===== src/rtl/pipeline_pkg.sv =====
// Shared encodings for the 5-stage MIPS pipeline.
// Writeback selects, load types and link offset.
package pipeline_pkg;

  localparam logic [1:0] MEMTOREG_ALU  = 2'b00;
  localparam logic [1:0] MEMTOREG_LOAD = 2'b01;
  localparam logic [1:0] MEMTOREG_LINK = 2'b10;

  localparam logic [2:0] LOAD_LW  = 3'b000;
  localparam logic [2:0] LOAD_LB  = 3'b001;
  localparam logic [2:0] LOAD_LBU = 3'b010;
  localparam logic [2:0] LOAD_LH  = 3'b011;
  localparam logic [2:0] LOAD_LHU = 3'b100;

  localparam logic [31:0] LINK_OFFSET = 32'd8;

endpackage


===== src/rtl/mem_wb_stage_load_extend.sv =====
// Little-endian lane select and sign/zero extension of a loaded word.
// Unknown load types fall back to a full-word load.
module load_extend
  import pipeline_pkg::*;
(
  input  logic [31:0] data,
  input  logic [1:0]  offset,
  input  logic [2:0]  load_type,
  output logic [31:0] value
);

  logic [31:0] shifted;
  logic [7:0]  lane_b;
  logic [15:0] lane_h;

  assign shifted = data >> {offset, 3'b000};
  assign lane_b  = shifted[7:0];
  assign lane_h  = offset[1] ? data[31:16] : data[15:0];

  // Pick the lane and extend it according to the load type
  always_comb begin
    value = data;
    unique case (1'b1)
      (load_type == LOAD_LB):  value = {{24{lane_b[7]}}, lane_b};
      (load_type == LOAD_LBU): value = {24'd0, lane_b};
      (load_type == LOAD_LH):  value = {{16{lane_h[15]}}, lane_h};
      (load_type == LOAD_LHU): value = {16'd0, lane_h};
      default:                 value = data;
    endcase
  end

endmodule


===== src/rtl/mem_wb_stage.sv =====
// MEM/WB pipeline register, writeback mux and retire counter.
// Outputs depend only on stage registers, never on mem_* directly.
module mem_wb_stage
  import pipeline_pkg::*;
#(
  parameter int          COUNT_WIDTH = 32,
  parameter logic [31:0] LINK_OFFSET = pipeline_pkg::LINK_OFFSET
) (
  input  logic                   clk,
  input  logic                   rst,
  input  logic                   stall,
  input  logic                   flush,
  input  logic                   mem_valid,
  input  logic                   mem_regwrite,
  input  logic [4:0]             mem_writeaddr,
  input  logic [1:0]             mem_memtoreg,
  input  logic [2:0]             mem_load_type,
  input  logic [31:0]            mem_alu_result,
  input  logic [31:0]            mem_load_data,
  input  logic [31:0]            mem_pc,
  output logic                   regwrite,
  output logic [4:0]             writeaddr,
  output logic [31:0]            writedata,
  output logic                   wb_valid,
  output logic [COUNT_WIDTH-1:0] retired
);

  logic        wb_regwrite;
  logic [4:0]  wb_writeaddr;
  logic [1:0]  wb_memtoreg;
  logic [2:0]  wb_load_type;
  logic [31:0] wb_alu_result;
  logic [31:0] wb_load_data;
  logic [31:0] wb_pc;
  logic [31:0] load_value;
  logic        capture;

  assign capture = !flush && !stall;

  // Stage register: flush inserts a cleared bubble, stall holds
  always_ff @(posedge clk or posedge rst) begin
    if (rst) begin
      wb_valid      <= 1'b0;
      wb_regwrite   <= 1'b0;
      wb_writeaddr  <= '0;
      wb_memtoreg   <= '0;
      wb_load_type  <= '0;
      wb_alu_result <= '0;
      wb_load_data  <= '0;
      wb_pc         <= '0;
    end else if (flush) begin
      wb_valid      <= 1'b0;
      wb_regwrite   <= 1'b0;
      wb_writeaddr  <= '0;
      wb_memtoreg   <= '0;
      wb_load_type  <= '0;
      wb_alu_result <= '0;
      wb_load_data  <= '0;
      wb_pc         <= '0;
    end else if (!stall) begin
      wb_valid      <= mem_valid;
      wb_regwrite   <= mem_regwrite;
      wb_writeaddr  <= mem_writeaddr;
      wb_memtoreg   <= mem_memtoreg;
      wb_load_type  <= mem_load_type;
      wb_alu_result <= mem_alu_result;
      wb_load_data  <= mem_load_data;
      wb_pc         <= mem_pc;
    end
  end

  // Count every valid instruction that enters WB; wraps freely
  always_ff @(posedge clk or posedge rst) begin
    if (rst) begin
      retired <= '0;
    end else if (capture && mem_valid) begin
      retired <= retired + COUNT_WIDTH'(1);
    end
  end

  load_extend u_load_extend (
    .data      (wb_load_data),
    .offset    (wb_alu_result[1:0]),
    .load_type (wb_load_type),
    .value     (load_value)
  );

  assign regwrite  = wb_valid && wb_regwrite
                   && (wb_writeaddr != 5'd0);
  assign writeaddr = wb_writeaddr;

  // Writeback source select; reserved encoding behaves as ALU
  always_comb begin
    writedata = wb_alu_result;
    unique case (1'b1)
      (wb_memtoreg == MEMTOREG_LOAD): writedata = load_value;
      (wb_memtoreg == MEMTOREG_LINK): writedata = wb_pc + LINK_OFFSET;
      default:                        writedata = wb_alu_result;
    endcase
  end

endmodule


===== config.mk =====
export PLATFORM = sky130hd
export DESIGN_NAME = mem_wb_stage
export DESIGN_NICKNAME = d
export VERILOG_FILES = /design/src/rtl/pipeline_pkg.sv /design/src/rtl/mem_wb_stage_load_extend.sv /design/src/rtl/mem_wb_stage.sv
export SDC_FILE = /design/constraint.sdc
export NUM_CORES = 1
export LEC_CHECK = 0
export CAP_MARGIN = 25
export CORE_ASPECT_RATIO = 0.6
export CORE_MARGIN = 3
export CORE_UTILIZATION = 30
export CTS_BUF_LIST = sky130_fd_sc_hd__clkbuf_4 sky130_fd_sc_hd__clkbuf_8
export CTS_CLUSTER_SIZE = 25
export DETAILED_ROUTE_END_ITERATION = 10
export GPL_TIMING_DRIVEN = 0
export SYNTH_ARGS = -nofsm -noshare
export SYNTH_HDL_FRONTEND = slang
export SYNTH_SLANG_ARGS = --single-unit
export TNS_END_PERCENT = 5

===== constraint.sdc =====
create_clock -name clk -period 5.2 [get_ports clk]
set_input_delay 0.78 -clock clk [delete_from_list [all_inputs] [get_ports clk]]
set_output_delay 0.78 -clock clk [all_outputs]
set_load 0.05 [all_outputs]

==> results.yml <==
run_status:
  status: "finished clean"
critical_path:
  worst_setup_path_end_kind: "output port"
  path_buf_inv: 5
  cp_max_fo: 10
  rr_worst_depth: 7
  criticalPathCategory: "reg -> out"
  worstPathCellList: "inv_1 > ha_1 > clkbuf_1 > nor2b_1 > o21ai_0 > or3_1 > clkbuf_1 > buf_2 > o221ai_1 > clkdlybuf4s50_1"
  required_ns: 4.42
  max_stage_delay_ns: 0.88
  startpoint_type: "register"
  cp.arrival_ns: 3.79
  critical_path.top_delay_family: "buffers and inverters"
  critical_path_depth: 10
  cpMostUsedCell: "clkbuf_1"
  cp_slowest_cell: "clkdlybuf4s50_1"
sta:
  finalHoldViolations: 0
  drv_slew: 0
  relSlewSlack_pct: 41.0
  finalSetupTns_ns: 0
  period_share_pct: 88.0
  setup_slack_ns: 0.626
  fin_worst_skew_ns: 0.0116
  rsz0062_at_grt: "no"
  tightest_slew_ns: 0.885
  hold_slack_ns: 0.484
  setup_viol: 0
  period_minus_slack_ns: 4.57
  fmax_mhz: 219
logic_synthesis:
  synth_async_sr_flop_share_pct: 100
  synth_edf_count: 0
  syn_inst: 734
  synth.area.top_cells: "dfrtp_1, mux2i_1, nor2_1, xnor2_1, xor2_1"
  synth_top_area_share_pct: 47.8
  synth_seq_cells: 140
  yosysSeqAreaShare_pct: 47.8
  avgSynthCellArea_sq_um: 9.98
  syn-cell-area_sq_mm: 0.00733
  ys_warn_count: 0
  synth_cell_type_count: 42
  synth_fp_nets: 850
  synth_ff_type: "dfrtp_1"
  yosysTopAreaCell: "dfrtp_1"
placement:
  gp_congestion: 0.917
  dp_hpwl_um: 19400
  placed_area_sq_mm: 0.00957
  place_inst: 1232
  place_ws_ns: 1.19
  io_buffers: 182
route:
  drt-initial-drc-count: 417
  routed_wl_um: 25100
  routed_via_density: 4.90
  detail-route-antenna-nets: 0
  routedWlPerCell_um: 19.8
  vias: 6199
  firstDrtPassIters: 5
  drcViolationCount: 0
cts:
  cts_sinks: 140
  cts_tree: "built"
  clock_path_buffers: 2
  postCtsHoldBufs: 0
  clkTransAtPathRegs_ns: 0.08
  cts_made_buffers: 17
  cts_setup_buffers: 0
  clock_latency_ns: 0.47
  cts_max_level: 4
  clockRootBuffer: "clkbuf_8"
  post_cts_resized: 0
min_path:
  whs_path_depth: 1
  min_path_type: "reg -> reg"
final_layout:
  post-route-util_pct: 42.5
  fin_cells: 1266
  drive_gt1_share_pct: 5.69
  layout_common_cells: "clkdlybuf4s50_1, nor2_1, dfrtp_1, mux2i_1, nand2_1"
  fin_area_sq_mm: 0.0100
  layout_commonest_cell: "clkdlybuf4s50_1"
  area_growth_pct: 36.6
  num-nets-final: 1052
power:
  powerDensity_mw_per_mm2: 285
  total_power_mw: 2.85
  ir_worst_vdd_uv: 163
  leakagePower_nw: 4.33
floorplan:
  core_area_sq_mm: 0.0236
  dieArea_sq_mm: 0.0264
  num_rows: 43
  die_w_um: 208
  ioPinCount: 183
  die_h_um: 127
  initial_core_util_pct: 31.1
grt:
  antenna_found_initial: 2
  grt_usage_pct: 19.0
  grt_max_degree: 83
  grt_pass1_wl_um: 37700
  grt.overflow.total: 0
  grt_pass1_vias: 6131
flow_run:
  max-cap-violations: 0
==> synthesized netlist by cell type (2+ instances only) <==
cell type,number
and2_1,6
or3_1,3
mux2i_1,116
nand2b_1,4
a221o_1,5
nand4_1,15
nand2_1,57
a21oi_1,10
o211ai_1,6
xnor2_1,34
nor3_1,13
dfrtp_1,140
nor4_4,2
inv_1,8
ha_1,4
nor3b_1,2
nor2_1,147
nor4_1,3
o221ai_1,25
and3_1,6
o21ai_0,10
mux2_2,2
nor2b_1,3
buf_1,12
buf_2,9
nor3_2,2
nand3_1,24
xor2_1,28
o311ai_0,2
and4_1,2
clkbuf_1,23
==> cell type report <==
type	count	area (sq um)
multi-input cells	541	3610
clock buffers	20	269
flip-flops and latches	140	3500
plain buffers	45	184
clock inverters	12	161
repair buffers	183	1850
well taps	315	394
diodes	2	5.00
fillers	2331	13600
inverters	8	35.0
==> routing by layer <==
metal / up-vias / part of all wire (%) / track usage, %
met5: - / 0.052 / 0
met4: 2 / 1.3 / 4.40
met3: 25 / 8.5 / 6.72
met2: 230 / 38 / 24.0
met1: 2988 / 52 / 30.2
li1: 2954 / - / -
==> registers in the layout, indices dropped and copies added (netlist names) <==
signal / count
retired: 32
wb_alu_result: 32
wb_load_data: 32
wb_load_type: 3
wb_memtoreg: 2
wb_pc: 32
wb_regwrite: 1
wb_valid: 1
writeaddr: 5
==> cell families after synthesis <==
group,count (synthesis),share of synthesized area [%]
AO/OA/AOI/OAI,63,6.52
XOR/XNOR,62,7.41
adder cells (fa/ha/maj),4,0.683
buffers and inverters,53,2.92
flip-flops,140,47.8
multiplexers,119,16.5
AND/OR/NAND/NOR,293,18.2
==> power by group <==
| group | leakage, nW | total [mW] | switching (mW) | internal [mW] |
|---|---|---|---|---|
| combinational | 2.25 | 0.638 | 0.381 | 0.256 |
| sequential | 1.87 | 1.24 | 0.0821 | 1.15 |
| clock | 0.209 | 0.976 | 0.467 | 0.509 |
==> final timing paths <==
path | endpoint | startpoint | slack (ns)
setup / recovery | writedata[27] | wb_memtoreg[0] | 0.63
hold / removal | retired[31] | retired[31] | 0.48
setup reg to reg | retired[20] | retired[0] | 3.01
hold reg to reg | retired[31] | retired[31] | 0.48
max in group asynchronous | wb_alu_result[10] | rst | 3.58
min in group asynchronous | retired[13] | rst | 0.84
Power figures use the tool's default switching activity.
